<file path="config.mk">
export PLATFORM = sky130hd
export DESIGN_NAME = apb_regbank_slave
export DESIGN_NICKNAME = d
export VERILOG_FILES = /design/src/rtl/apbPkg.sv /design/src/rtl/apb_wait_ctr.sv /design/src/rtl/apb_regbank_slave.sv
export SDC_FILE = /design/constraint.sdc
export NUM_CORES = 1
export LEC_CHECK = 0
export ABC_AREA = 1
export CELL_PAD_IN_SITES_DETAIL_PLACEMENT = 2
export CELL_PAD_IN_SITES_GLOBAL_PLACEMENT = 2
export CORE_MARGIN = 1.5
export CORE_UTILIZATION = 29
export CTS_CLUSTER_SIZE = 30
export DETAILED_ROUTE_END_ITERATION = 7
export GPL_TIMING_DRIVEN = 1
export PLACE_DENSITY_LB_ADDON = 0.1
export SLEW_MARGIN = 30
export SYNTH_ARGS = -nofsm -noshare
export SYNTH_HDL_FRONTEND = slang
export SYNTH_SLANG_ARGS = --single-unit
</file>
<file path="constraint.sdc">
create_clock -name pclk -period 2.29 [get_ports pclk]
set_clock_uncertainty 0.15 [all_clocks]
set_input_delay 0.458 -clock pclk [delete_from_list [all_inputs] [get_ports pclk]]
set_output_delay 0.458 -clock pclk [all_outputs]
set_load 0.1 [all_outputs]
</file>
<file path="src/rtl/apbPkg.sv">
// Shared types, decode constants and the strobe-merge helper for apb_regbank_slave.
package apbPkg;

  typedef enum logic [1:0] {
    IDLE   = 2'd0,
    SETUP  = 2'd1,
    ACCESS = 2'd2
  } apb_state_t;

  // Bit positions inside the decode error vector.
  localparam int APB_ERR_MISALIGN = 0;
  localparam int APB_ERR_RANGE    = 1;
  localparam int APB_ERR_W        = 2;

  // Merges new_word into old_word byte by byte; narrower buses pass zero-extended words.
  function automatic logic [31:0] apb_strb_merge(input logic [31:0] old_word,
                                                 input logic [31:0] new_word,
                                                 input logic [3:0]  strb);
    logic [31:0] merged;
    merged = old_word;
    for (int b = 0; b < 4; b++) begin
      if (strb[b]) merged[b*8 +: 8] = new_word[b*8 +: 8];
    end
    return merged;
  endfunction

endpackage

</file>
<file path="src/rtl/apb_wait_ctr.sv">
// Loadable 4-bit down-counter that paces the ACCESS phase of apb_regbank_slave.
module apb_wait_ctr (
  input  logic       clk,
  input  logic       rst_n,
  input  logic       clr,
  input  logic       load,
  input  logic [3:0] load_val,
  input  logic       en,
  output logic       zero
);

  logic [3:0] cnt;

  always_ff @(posedge clk or negedge rst_n) begin
    if (!rst_n)            cnt <= 4'd0;
    else if (clr)          cnt <= 4'd0;
    else if (load)         cnt <= load_val;
    else if (en && !zero)  cnt <= cnt - 4'd1;
  end

  assign zero = (cnt == 4'd0);

endmodule

</file>
<file path="src/rtl/apb_regbank_slave.sv">
// Parametrised APB register bank with wait states and error responses.
// Define APB_PSTRB_EN to add the pstrb port and byte-granular writes.
module apb_regbank_slave
  import apbPkg::*;
#(
  parameter int unsigned       ADDR_W      = 8,
  parameter int unsigned       DATA_W      = 32,
  parameter int unsigned       NUM_REGS    = 16,
  parameter int unsigned       WAIT_CYCLES = 0,
  parameter logic [DATA_W-1:0] RESET_VAL   = '0
) (
  input  logic                       pclk,
  input  logic                       rstN,
  input  logic [ADDR_W-1:0]          paddr,
  input  logic                       psel,
  input  logic                       penable,
  input  logic                       pwrite,
  input  logic [DATA_W-1:0]          pwdata,
`ifdef APB_PSTRB_EN
  input  logic [DATA_W/8-1:0]        pstrb,
`endif
  output logic [DATA_W-1:0]          prdata,
  output logic                       pready,
  output logic                       pslverr,
  output logic [NUM_REGS*DATA_W-1:0] regs_o
);

  localparam int unsigned IDX_W = (NUM_REGS > 1) ? $clog2(NUM_REGS) : 1;

  apb_state_t          state, next_state;
  logic [ADDR_W-1:0]   addr_q;
  logic                write_q;
  logic [DATA_W-1:0]   wdata_q;
`ifdef APB_PSTRB_EN
  logic [DATA_W/8-1:0] strb_q;
`endif
  logic [DATA_W-1:0]   regs [NUM_REGS];
  logic [ADDR_W-3:0]   idx;
  logic [IDX_W-1:0]    reg_sel;
  logic [APB_ERR_W-1:0] err_vec;
  logic                err, sample, ctr_zero, complete, abort, wr_en;
  logic [DATA_W-1:0]   wr_word;

  // NOTE: state registers use non-blocking assignments so every flop sees pre-edge values.
  always_ff @(posedge pclk or negedge rstN) begin
    if (!rstN) state <= IDLE;
    else       state <= next_state;
  end

  // NOTE: next_state gets its default before the case, so no path leaves it unassigned (no latch).
  always_comb begin
    next_state = state;
    case (state)
      IDLE:   if (psel && !penable) next_state = SETUP;
      SETUP:  next_state = ACCESS;
      ACCESS: begin
        if (ctr_zero)   next_state = (psel && !penable) ? SETUP : IDLE;
        else if (!psel) next_state = IDLE;
      end
      default: next_state = IDLE;
    endcase
  end

  assign sample   = (next_state == SETUP);
  assign complete = (state == ACCESS) && ctr_zero;
  assign abort    = (state == ACCESS) && !ctr_zero && !psel;

  // Request fields are frozen at SETUP; later bus changes cannot corrupt the transfer.
  always_ff @(posedge pclk or negedge rstN) begin
    if (!rstN) begin
      addr_q  <= '0;
      write_q <= 1'b0;
      wdata_q <= '0;
`ifdef APB_PSTRB_EN
      strb_q  <= '0;
`endif
    end else if (sample) begin
      addr_q  <= paddr;
      write_q <= pwrite;
      wdata_q <= pwdata;
`ifdef APB_PSTRB_EN
      strb_q  <= pstrb;
`endif
    end
  end

  apb_wait_ctr u_wait_ctr (
    .clk      (pclk),
    .rst_n    (rstN),
    .clr      (abort),
    .load     (sample),
    .load_val (4'(WAIT_CYCLES)),
    .en       (state == ACCESS),
    .zero     (ctr_zero)
  );

  assign idx     = addr_q[ADDR_W-1:2];
  assign reg_sel = idx[IDX_W-1:0];

  always_comb begin
    err_vec                   = '0;
    err_vec[APB_ERR_MISALIGN] = |addr_q[1:0];
    err_vec[APB_ERR_RANGE]    = 32'(idx) >= 32'(NUM_REGS);
  end

  assign err   = |err_vec;
  assign wr_en = complete && write_q && !err;

`ifdef APB_PSTRB_EN
  assign wr_word = DATA_W'(apb_strb_merge(32'(regs[reg_sel]), 32'(wdata_q), 4'(strb_q)));
`else
  assign wr_word = wdata_q;
`endif

  // NOTE: the bank must come out of reset at RESET_VAL, so it is a flop array with async reset, not a RAM.
  always_ff @(posedge pclk or negedge rstN) begin
    if (!rstN) begin
      for (int i = 0; i < int'(NUM_REGS); i++) regs[i] <= RESET_VAL;
    end else if (wr_en) begin
      regs[reg_sel] <= wr_word;
    end
  end

  assign pready  = complete;
  assign pslverr = complete && err;
  assign prdata  = (complete && !err && !write_q) ? regs[reg_sel] : '0;

  for (genvar g = 0; g < NUM_REGS; g++) begin : g_regs_o
    assign regs_o[g*DATA_W +: DATA_W] = regs[g];
  end

endmodule

</file>
* Word level (Yosys, flattened, before mapping)
Cells that the tools add are included.
** Operators by class
- Order comparisons :: 3
- Multiplexer cells :: 15
- Reductions and logical operators :: 19
- Bitwise logic cells :: 1
- Add/subtract/negate cells :: 1
- Equal/unequal tests :: 3
** Operators with widths (count)
- bitwise mux 512 bit :: 1
- binary-select mux 32 bit (select 4 bit) :: 1
- demux 32 bit (select 4 bit) :: 1
- 2-to-1 mux 32 bit :: 4
- 2-to-1 mux 4 bit :: 3
- logical AND 1 bit :: 10
- >= comparator 6 x 5 -> 1 bit (second input constant) :: 1
- 2-to-1 mux 2 bit :: 3
- one-hot mux 2 bit (3 select lines) :: 1
- >= comparator 5 bit (second input constant) :: 1
- zero test 1 bit :: 5
- less-than comparator 5 x 1 -> 1 bit (second input constant) :: 1
- NOT 4 -> 5 bit :: 1
- == test 2 x 1 -> 1 bit (second input constant) :: 2
- zero test 4 bit :: 1
- subtractor 4 x 1 -> 4 bit (second input constant) :: 1
- nonzero test 3 bit :: 1
- OR reduction 3 bit :: 1
- == test 2 bit (second input constant) :: 1
- zero test 2 bit :: 1
- 2-to-1 mux 1 bit :: 1
** Word-level totals
- Bits in registers :: 559
- Bits of input ports :: 45
- Word-level logic and storage cells :: 63

* Logic depth before layout (Yosys ltp)
- Depth in word-level cells :: 8
- Mapped depth :: 11
- Mapped depth without buffers :: 10

* By module
From an unflattened synthesis, not the netlist that was laid out.
** Second synthesis, totals
- Cells, all modules :: 4056
- Area total of the unflattened synthesis :: 28000.6 µm²
** Modules (own cells, without submodules)
- apb_regbank_slave :: instances 1, area an instance 27667.8 µm², cells each 4014
- apb_wait_ctr :: instances 1, area an instance 332.8 µm², cells each 42

* Least setup slack after synthesis
No wires, ideal clock.
- Kind :: reg2out
- Start :: reg u_wait_ctr.cnt[0]
- End :: out prdata[0]
- Stages on the path, launching flop included :: 12
- Slack :: -1.587 ns
- Arrival time :: 3.269 ns
- Buffers on the path :: 1
- Cell sequence :: dfrtp_1 > inv_1 > ha_1 > nand2_2 > nor2_4 > nand2_2 > inv_1 > nand3_2 > inv_2 > buf_4 > nand2_1 > nor2_1
** Between the ends
- Cells in the longest elaborated chain, start to end :: 5
** Ends and longest elaborated chain
- from (decl) :: RTL line apb_wait_ctr.sv:12 : logic [3:0] cnt;
- from (signal assigned) :: RTL line apb_wait_ctr.sv:17 : else if (load) cnt <= load_val;
- from (signal assigned) :: RTL line apb_wait_ctr.sv:18 : else if (en && !zero) cnt <= cnt - 4'd1;
- zero test 4 bit :: RTL line apb_wait_ctr.sv:21 : assign zero = (cnt == 4'd0);
- logical AND 1 bit :: RTL line apb_regbank_slave.sv:65 : assign complete = (state == ACCESS) && ctr_zero;
- via pready :: RTL line apb_regbank_slave.sv:23 : output logic pready,
- logical AND 1 bit (2 in a row) :: RTL line apb_regbank_slave.sv:126 : assign prdata = (complete && !err && !write_q) ? regs[reg_sel] : '0;
- 2-to-1 mux 32 bit :: RTL line apb_regbank_slave.sv:126
- to (decl) :: RTL line apb_regbank_slave.sv:22 : output logic [DATA_W-1:0] prdata,
The timed path passes the listed nets, and every way through them passes these cells.

* Final worst setup path
- Start :: reg addr_q[2]
- End :: out prdata[0]
** Between the ends
- Cells in the longest elaborated chain, start to end :: 6
- Elaborated cells between the ends (all ways) :: 10
- Those cells by class :: order compare (1); mux (4); bitwise (1); reduce/logical (4)
** Ends and longest elaborated chain
- from (decl) :: RTL line apb_regbank_slave.sv:31 : logic [ADDR_W-1:0] addr_q;
- from (signal assigned) :: RTL line apb_regbank_slave.sv:78 : addr_q <= paddr;
- >= comparator 6 x 5 -> 1 bit :: RTL line apb_regbank_slave.sv:103 : err_vec[APB_ERR_RANGE] = 32'(idx) >= 32'(NUM_REGS);
- OR reduction 3 bit :: RTL line apb_regbank_slave.sv:106 : assign err = |err_vec;
- zero test 1 bit :: RTL line apb_regbank_slave.sv:126
- logical AND 1 bit (2 in a row) :: RTL line apb_regbank_slave.sv:126
- 2-to-1 mux 32 bit (*) :: RTL line apb_regbank_slave.sv:126
Mark *: on every way between the ends. The rest lies on a longest branch, timed or not. The select of a mux whose other input is x is not followed.

==> summary.md <==
| Metric | Value |
|---|---|
| Status | `finished with violations` |
| Failing checks | `negative setup slack` |
| Area of the die | `0.0893 mm²` |
| Final setup viols | `537` |
| Clk buf depth | `3` |
| Initial antenna violation count | `3` |
| First-pass GRT wire length | `199000 µm` |
| Root Buffer | `clkbuf_16` |
| Vias in the first global route | `27700` |
| Synth Flop Type | `dfrtp_1` |
| Layout area overhead | `55.7%` |
| GRT Total Usage | `30.3%` |
| Routed wire length | `159000 µm` |
| Die outline width | `299 µm` |
| Clock latency at the later pin of the worst-skew pair | `620 ps` |
| Reg power frac | `32.4%` |
| Inst Count DP | `4923` |
| Fin. max-slew vios | `0` |
| Post-synthesis cell area | `0.0254 mm²` |
| DR vias | `27400` |
| Synth Register Bits | `559` |
| Max_cap viols | `0` |
| Layout filler cell count | `9349` |
| Drt first pass iters | `7` |
| Warning count from the yosys run | `0` |
| Final antenna-violating net count | `0` |
| Vias per cell | `5.29` |
| Buffers added on ports | `590` |
| Final Cycle Share | `143%` |
| Initial DRC count | `1841` |
| Kind of critical path | `reg -> out` |
| Combinational Power Share | `32.4%` |
| F_max | `306 MHz` |
| Place WS | `-539 ps` |
| Worst ir drop on vdd | `0.000510 V` |
| Int Pwr | `20.6 mW` |
| Crit path launch type | `flop` |
| Total Nets Final | `4012` |
| Worst Path Max Fanout | `7` |
| Worst-path clk slew | `60 ps` |
| GPL Wtd Cong | `0.934` |
| Layout cells sized above 1 | `34.2%` |
| Syn Inst Count | `3194` |
| CTS sink count | `559` |
| Total negative slack | `-74850 ps` |
| Net Sw Frac | `39.3%` |
| Overflow after GRT | `0` |
| P_sw | `13.3 mW` |
| Power per cell area | `857 mW/mm²` |
| Clock share of power | `35.3%` |
| Hold crit path type | `in -> async` |
| Mapped Avg Cell Area | `7.95 µm²` |
| WP data required | `1680 ps` |
| Post-Synthesis Net Count | `3240` |
| Setup WS post-layout | `-977 ps` |
| Worst setup EP type | `output pin` |
| Initial Utilization | `29.3%` |
| Dpl hpwl | `99500 µm` |
| Inserted Clock Buffers | `70` |
| TritonCTS clock tree | `yes` |
| I/O pins | `591` |
| H-tree depth | `3` |
| Register area share after synthesis | `55.1%` |
| Arr. time, crit path | `2660 ps` |
| Netlist cell types | `27` |
| Core area | `0.0868 mm²` |
| DRC | `0` |
| Ys async rst share | `100%` |
| Min Hold Slack | `210 ps` |
| DR WL/cell | `30.7 µm` |
| P_leak | `19.2 nW` |
| Largest net degree at the start of global routing | `86` |
| RSZ-0062 raised after global routing | `yes` |
| Die Height | `299 µm` |
| Max_slew headroom | `23.4%` |
| Final Hold Vio Count | `0` |
| EDFF count, synth | `0` |
| Total power | `33.9 mW` |
| Non-filler instance count after layout | `5181` |
| Rows | `108` |
| Tmin final | `3270 ps` |
| Worst-Margin Slew | `1150 ps` |
cells in the final DEF, fill, tap and decap left out, drive strengths merged, types with 2 or more instances in the layout:
cell type and n:
nand2 989, buf 828, nor2 586, o21ai 583, dfrtp 559, inv 174, clkbuf 150, nand3 51
clkdlybuf4s50 43, nand4 31, clkinv 9, bufinv 7, diode 4, clkinvlp 3, o22ai 2
layout make-up:
class                   count  area (µm²)  share of cell area, %
diodes                      4        10.0                 0.0253
clock buffers             109        2130                   5.39
clock inverters            19         295                  0.747
inverters                 174         683                   1.73
multi-input cells        2247       11300                   28.5
flip-flops and latches    559       14000                   35.4
well taps                1155        1450                   3.66
repair buffers            914        9700                   24.5
logic make-up after synthesis:
logic type                 synth area share, %
buffers and inverters                     7.36
DFF                                       55.1
muxes                                   0.0394
xor gates and xnor gates                0.0345
AOI/OAI and AO/OA                         11.6
and+or+nand+nor                           25.9
adders and majority gates               0.0493
final timing paths:
| kind | start | endpoint | slack (ps) | depth (start not counted) |
|---|---|---|---|---|
| worst max-delay path | addr_q[2] | prdata[0] | -980 | 11 |
| worst min-delay path | rstN | regs_o[134] | 210 | 2 |
| worst max register to register | u_wait_ctr.cnt[1] | regs_o[80] | -250 | 14 |
| worst min register to register | addr_q[7] | addr_q[7] | 340 | 2 |
| max in group asynchronous | rstN | wdata_q[29] | 950 | 4 |
| min in group pclk | paddr[1] | addr_q[1] | 220 | 3 |
worst max-delay path, stage by stage (launching register included):
cell	delay (ps)
dfrtp_2	450
buf_6	150
inv_8	100
buf_12	160
buf_4	150
nor2_1	60
o21ai_0	230
nand2_1	140
nand2_1	130
nand3_2	120
nor2_4	150
buf_12	190
state kept, by name (all words and copies together) (netlist names):
name,count
regs_o,512
u_wait_ctr.cnt,4
write_q,1
state,2
addr_q,8
wdata_q,32
metrics by stage:
| step | utilization [%] | cell area [µm²] |
|---|---|---|
| 2_1_floorplan | - | 25700 |
| 3_3_place_gp | 38.4 | 33300 |
| 3_5_place_dp | 38.4 | 33300 |
| 4_1_cts | 42.6 | 36900 |
| 5_1_grt | 45.6 | 39500 |
| 6_report | 45.6 | 39500 |
routing by layer:
metal | global-route usage, % | routed length [µm] | up-vias
met3 | 4.27 | 8930 | 333
met2 | 48.2 | 75500 | 1078
met4 | 9.80 | 7620 | 0
li1 | - | - | 11700
met1 | 42.3 | 67200 | 14300
met5 | 0 | 0 | -
repair_timing:
item                                    CTS  global route
gates cloned                              7            67
gates resized for setup                 166           351
endpoints found under the setup margin   34           546
setup buffers                            45            11
endpoints found under the hold margin   153             0
pin swaps                                85            56
hold buffers                              1             0
synth_stat cells (2+ instances only):
cell,count,area share (%)
nor2_1,582,8.6
o21ai_0,173,3.4
o22ai_1,2,0.049
dfrtp_1,559,55
nand3_1,34,0.67
nor2_2,2,0.049
nand4_1,31,0.76
clkbuf_1,101,1.5
buf_6,39,1.7
nand2_1,986,15
nand2_2,3,0.074
buf_1,3,0.044
nand3_4,10,0.69
inv_1,168,2.5
buf_2,64,1.3
nand3_2,7,0.28
buf_4,6,0.18
o21ai_1,410,8.1
inv_2,6,0.089
power groups by stage:
stage	clock (mW)	sequential, mW	combinational [mW]
6_report	12.0	11.0	11.0
5_1_grt	12.4	11.0	11.5
4_1_cts	12.1	10.9	10.4
3_5_place_dp	0	11.1	9.66
3_3_place_gp	0	11.1	9.49
2_1_floorplan	0	13.8	2.86
Note: power is estimated with default switching activity, not from simulation.
